`src/rtl/gun_controller.sv`:
```
// Light-gun front end: synchronises and debounces the trigger, qualifies the photodetector,
// and runs the black-frame / target-frame shot sequence that yields one hit or miss per shot.
module gun_controller #(
   parameter int DEBOUNCE_CYCLES = 650000,
   parameter bit TRIG_ACTIVE_LOW = 1'b1,
   parameter int DET_MIN_CYCLES  = 64,
   parameter int COOLDOWN_FRAMES = 4
) (
   input  logic clk,
   input  logic rst,
   input  logic gun_trigger,
   input  logic gun_photodetector,
   input  logic frame_start,
   input  logic enable,
   output logic black_screen,
   output logic target_screen,
   output logic shot,
   output logic hit,
   output logic miss,
   output logic busy
);
   localparam int DEB_W = (DEBOUNCE_CYCLES > 1) ? $clog2(DEBOUNCE_CYCLES) : 1;
   localparam int DET_W = $clog2(DET_MIN_CYCLES + 1);
   localparam int CD_W  = (COOLDOWN_FRAMES > 0) ? $clog2(COOLDOWN_FRAMES + 1) : 1;

   localparam logic [DEB_W-1:0] DEB_LAST    = DEB_W'(DEBOUNCE_CYCLES - 1);
   localparam logic [DET_W-1:0] DET_FULL    = DET_W'(DET_MIN_CYCLES);
   localparam logic [CD_W-1:0]  CD_LOAD     = CD_W'(COOLDOWN_FRAMES);
   localparam logic [CD_W-1:0]  CD_ONE      = CD_W'(1);
   localparam logic             PRESSED_RAW = TRIG_ACTIVE_LOW ? 1'b0 : 1'b1;

   typedef enum logic [2:0] {
      st_idle,
      st_wait,
      st_black,
      st_target,
      st_result,
      st_cooldown
   } state_t;

   state_t            state;
   logic [1:0]        trig_sync;
   logic [1:0]        det_sync;
   logic              trig_pressed;
   logic              deb_level;
   logic [DEB_W-1:0]  deb_cnt;
   logic              press_evt;
   logic [DET_W-1:0]  light_cnt;
   logic              light_seen;
   logic              lit_flag;
   logic              dark_fail;
   logic [CD_W-1:0]   cd_cnt;
   logic              abort;
   logic              is_hit;

   // Trigger chain resets to the pressed level so a trigger held through reset cannot fire.
   always_ff @(posedge clk or negedge rst) begin
      if (!rst) begin
         trig_sync <= {2{PRESSED_RAW}};
         det_sync  <= 2'b00;
      end else begin
         trig_sync <= {trig_sync[0], gun_trigger};
         det_sync  <= {det_sync[0], gun_photodetector};
      end
   end

   assign trig_pressed = (trig_sync[1] == PRESSED_RAW);

   always_ff @(posedge clk or negedge rst) begin
      if (!rst) begin
         deb_level <= 1'b1;
         deb_cnt   <= '0;
         press_evt <= 1'b0;
      end else begin
         press_evt <= 1'b0;
         if (trig_pressed == deb_level) begin
            deb_cnt <= '0;
         end else if (deb_cnt == DEB_LAST) begin
            deb_level <= trig_pressed;
            deb_cnt   <= '0;
            press_evt <= trig_pressed;
         end else begin
            deb_cnt <= deb_cnt + 1'b1;
         end
      end
   end

   // Run length of consecutive light samples, restarted every frame so light cannot carry over.
   always_ff @(posedge clk or negedge rst) begin
      if (!rst) begin
         light_cnt <= '0;
      end else if (frame_start || !det_sync[1]) begin
         light_cnt <= '0;
      end else if (!light_seen) begin
         light_cnt <= light_cnt + 1'b1;
      end
   end

   assign light_seen = (light_cnt == DET_FULL);
   assign abort      = !enable && (state == st_wait || state == st_black || state == st_target);
   assign is_hit     = (lit_flag || light_seen) && !dark_fail;

   always_ff @(posedge clk or negedge rst) begin
      if (!rst) begin
         state         <= st_idle;
         black_screen  <= 1'b0;
         target_screen <= 1'b0;
         shot          <= 1'b0;
         hit           <= 1'b0;
         miss          <= 1'b0;
         busy          <= 1'b0;
         lit_flag      <= 1'b0;
         dark_fail     <= 1'b0;
         cd_cnt        <= '0;
      end else begin
         // NOTE: pulses default low here; a later non-blocking assignment in this block overrides it.
         shot <= 1'b0;
         hit  <= 1'b0;
         miss <= 1'b0;
         if (abort) begin
            state         <= st_idle;
            busy          <= 1'b0;
            black_screen  <= 1'b0;
            target_screen <= 1'b0;
            lit_flag      <= 1'b0;
            dark_fail     <= 1'b0;
         end else begin
            unique case (state)
               st_idle: begin
                  if (press_evt && enable) begin
                     shot  <= 1'b1;
                     busy  <= 1'b1;
                     state <= st_wait;
                  end
               end
               st_wait: begin
                  if (frame_start) begin
                     black_screen <= 1'b1;
                     state        <= st_black;
                  end
               end
               st_black: begin
                  if (light_seen) dark_fail <= 1'b1;
                  if (frame_start) begin
                     black_screen  <= 1'b0;
                     target_screen <= 1'b1;
                     state         <= st_target;
                  end
               end
               st_target: begin
                  if (light_seen) lit_flag <= 1'b1;
                  // Light seen on the closing frame_start still belongs to this frame.
                  if (frame_start) begin
                     target_screen <= 1'b0;
                     hit           <= is_hit;
                     miss          <= !is_hit;
                     state         <= st_result;
                  end
               end
               st_result: begin
                  lit_flag  <= 1'b0;
                  dark_fail <= 1'b0;
                  cd_cnt    <= CD_LOAD;
                  state     <= st_cooldown;
               end
               st_cooldown: begin
                  if (cd_cnt == '0) begin
                     busy  <= 1'b0;
                     state <= st_idle;
                  end else if (frame_start) begin
                     cd_cnt <= cd_cnt - 1'b1;
                     if (cd_cnt == CD_ONE) begin
                        busy  <= 1'b0;
                        state <= st_idle;
                     end
                  end
               end
               default: begin
                  busy  <= 1'b0;
                  state <= st_idle;
               end
            endcase
         end
      end
   end

endmodule

```
`config.mk`:
```
export PLATFORM = sky130hd
export DESIGN_NAME = gun_controller
export DESIGN_NICKNAME = d
export VERILOG_FILES = /design/src/rtl/gun_controller.sv
export SDC_FILE = /design/constraint.sdc
export NUM_CORES = 1
export LEC_CHECK = 0
export CAP_MARGIN = 20
export CORE_ASPECT_RATIO = 0.8
export CORE_MARGIN = 3
export CORE_UTILIZATION = 35
export DETAILED_ROUTE_END_ITERATION = 16
export PLACE_DENSITY = 0.55
export SYNTH_ARGS = -nofsm -noshare
export SYNTH_HDL_FRONTEND = slang
export SYNTH_SLANG_ARGS = --single-unit
```
`constraint.sdc`:
```
create_clock -name clk -period 2.5 [get_ports clk]
set_input_delay 0.75 -clock clk [delete_from_list [all_inputs] [get_ports clk]]
set_output_delay 0.75 -clock clk [all_outputs]
set_load 0.01 [all_outputs]
```
==> reports/results.tsv <==
metric	value	unit
initial core utilization	37.1	%
GRT Total Usage	13.2	%
Fin Clk Skew	0.00764	ns
layout cells sized above 1	7.08	%
Antenna Diode Count	0	
r2r startpoint	deb_cnt[5]$_DFF_PN0_	
Critical Path AT	2.36	ns
crit path from	deb_cnt[5]$_DFF_PN0_	
setup bufs post-CTS	0	
IO Pins	12	
Max clock buf depth	2	
DRT Pass-1 Iters	4	
worst-margin pin slew	0.764	ns
Netlist Area Pre-Place	2260	um^2
initial detailed-routing violation count	40	
Post-DRT Antenna Nets	0	
Max transition margin	49.1	%
RSZ-0062 raised after global routing	false	
Tightest Hold Check Type	register to register	
CP top delay family	simple AND/OR/NAND/NOR gates	
fin nets	251	
die area	7480	um^2
Critical Path End Type	register	
TritonCTS clock tree	done	
H-tree depth	2	
Max Slew Vio Count	0	
Worst Reg2Reg Path Length in Cells	5	
final setup vio count	0	
antenna violations before repair	0	
Max Cap Viol	0	
WP data required	2.69	ns
gpl congestion	0.823	
CP max FO	12	
CP max-delay cell	or4_4	
clk_lat worst skew	0.29	ns
crit path time final	2.17	ns
setup TNS	0	ns
register area share after synthesis	52.0	%
Reg2Reg Capture Point	deb_cnt[8]$_DFF_PN0_	
GRT Residual Overflow	0	
hpwl dp	3.10	mm
crit-path max cell delay	0.56	ns
static leakage	0.00114	uW
Final period util	86.9	%
Place WS	0.238	ns
post-synthesis register bit count	47	
Final Hold Slack	0.354	ns
Max Fclk	460	MHz
Synth cell types	41	
Routed WL	4.25	mm
commonest cells after routing, fill and taps aside	46 x dfrtp_1, 27 x nor2_1, 14 x a21oi_1	
PostCTS Resize Cnt	0	
Worst path depth	5	
critical path cell sequence	or4b_1 > or4_4 > o21ai_4 > buf_12 > nor2_1	
Area Growth Syn to Fin	14.7	%
Setup crit end	deb_cnt[8]$_DFF_PN0_	
die height	77.9	um
clk slew on worst S/H paths	0.09	ns
via count	1612	
Post-route DRC	0	
Pwr per Cell Area	697	nW/um^2
Syn Inst Count	224	
largest net degree at the start of global routing	35	
Avg Inst Size Synth	10.1	um^2
synth warn	0	
Root Driver	clkbuf_8	
CORE AREA	6100	um^2
worst vdd ir	0.325	mV
crit path kind	register to register	
Buffers & Inverters on Critical Path	1	
hold_buf cts	0	
vias in the first global route	1707	
first-pass GRT wire length	7.85	mm
type of origin of the critical path	register	
Setup WS post-layout	0.326	ns
TritonCTS Buffers	5	
DR WL/cell	13.2	um
R2R Setup Slk	0.33	ns
CTS sink cnt	47	
Synthesized Nets	236	
port buffer count	11	
number of placement rows	25	
die span in x	95.9	um
Fin. Hold Viols	0	
status	complete, no violations	
commonest non-fill, non-tap cell in the layout	dfrtp_1	
vias per cell	5.02	
==> through the flow <==
| step | std cells | total power (uW) | util, % | instance area [um^2] |
|---|---|---|---|---|
| floorplan | 224 | 1130 | - | 2260 |
| global placement | 313 | 1250 | 40.7 | 2480 |
| detailed placement | 313 | 1250 | 40.7 | 2480 |
| CTS | 321 | 1830 | 42.6 | 2600 |
| global route | 321 | 1940 | 42.6 | 2600 |
| finish | 321 | 1810 | 42.6 | 2600 |
==> final cells by class <==
class | count | area (um^2)
clock inverters | 2 | 35.0
clock buffers | 6 | 82.6
inverters | 12 | 45.0
fillers | 594 | 3500
repair buffers | 15 | 148
flip-flops and latches | 47 | 1180
multi-input cells | 158 | 1010
well taps | 81 | 101
==> cell families (layout without fill, tap and decap cells) <==
family	count (synthesis)	in the layout	synth area share (%)
simple gates	88	88	20.6
flops	47	47	52.0
compound gates	41	41	11.6
xor+xnor	20	20	7.73
buf+inv	19	35	3.48
fa+ha+maj	6	6	3.31
mux	3	3	1.33
==> where the power goes <==
group,switching (uW),internal (uW),leakage [uW],total (uW)
Combinational,182,147,0.000447,329
Clock,251,324,0.0000612,575
Sequential,87.7,820,0.000629,908
==> synthesized netlist by cell type, drive strengths merged <==
cell type | count | area [um^2]
a211o | 1 | 8.76
a21boi | 1 | 7.51
a21oi | 14 | 70.1
a22o | 1 | 8.76
a2bb2oi | 1 | 8.76
a31oi | 1 | 6.26
a32o | 1 | 10.0
a41oi | 1 | 8.76
and2 | 1 | 6.26
and3 | 7 | 45.1
and4 | 2 | 17.5
buf | 1 | 11.3
clkbuf | 6 | 22.5
dfrtp | 46 | 1150
dfstp | 1 | 26.3
ha | 6 | 75.1
inv | 12 | 45.0
mux2i | 3 | 30.0
nand2 | 10 | 37.5
nand2b | 4 | 25.0
nand3 | 10 | 50.1
nand4 | 6 | 37.5
nor2 | 27 | 101
nor2b | 4 | 25.0
nor3 | 2 | 10.0
nor3b | 1 | 7.51
nor4 | 3 | 18.8
o211ai | 2 | 15.0
o21ai | 11 | 66.3
o21bai | 1 | 7.51
o22a | 1 | 8.76
o22ai | 1 | 6.26
o31ai | 4 | 30.0
or3 | 4 | 25.0
or4 | 6 | 48.8
or4b | 1 | 10.0
xnor2 | 10 | 87.6
xor2 | 10 | 87.6
==> how the worst min path moves through the flow <==
| stage | from | to | cells after the start |
|---|---|---|---|
| floorplan | det_sync[0]$_DFF_PN0_ | det_sync[1]$_DFF_PN0_ | 0 |
| global placement | det_sync[0]$_DFF_PN0_ | det_sync[1]$_DFF_PN0_ | 0 |
| detailed placement | det_sync[0]$_DFF_PN0_ | det_sync[1]$_DFF_PN0_ | 0 |
| CTS | det_sync[0]$_DFF_PN0_ | det_sync[1]$_DFF_PN0_ | 0 |
| global route | det_sync[0]$_DFF_PN0_ | det_sync[1]$_DFF_PN0_ | 0 |
| finish | det_sync[0]$_DFF_PN0_ | det_sync[1]$_DFF_PN0_ | 0 |
==> registers in the layout, summed over array words and instances, names as in the netlist, 2 cells and up <==
name / flops
cd_cnt: 3
deb_cnt: 20
det_sync: 2
light_cnt: 7
state: 3
trig_sync: 2
==> metal layers <==
metal / share of wire [%] / GRT usage (%) / vias to the layer above
met5: 0 / 0 / -
met4: 0.64 / 3.55 / 0
met1: 52 / 18.8 / 778
met2: 44 / 19.5 / 16
li1: - / - / 816
met3: 3.0 / 3.68 / 2
No activity file was read; power rests on OpenSTA's default activity.
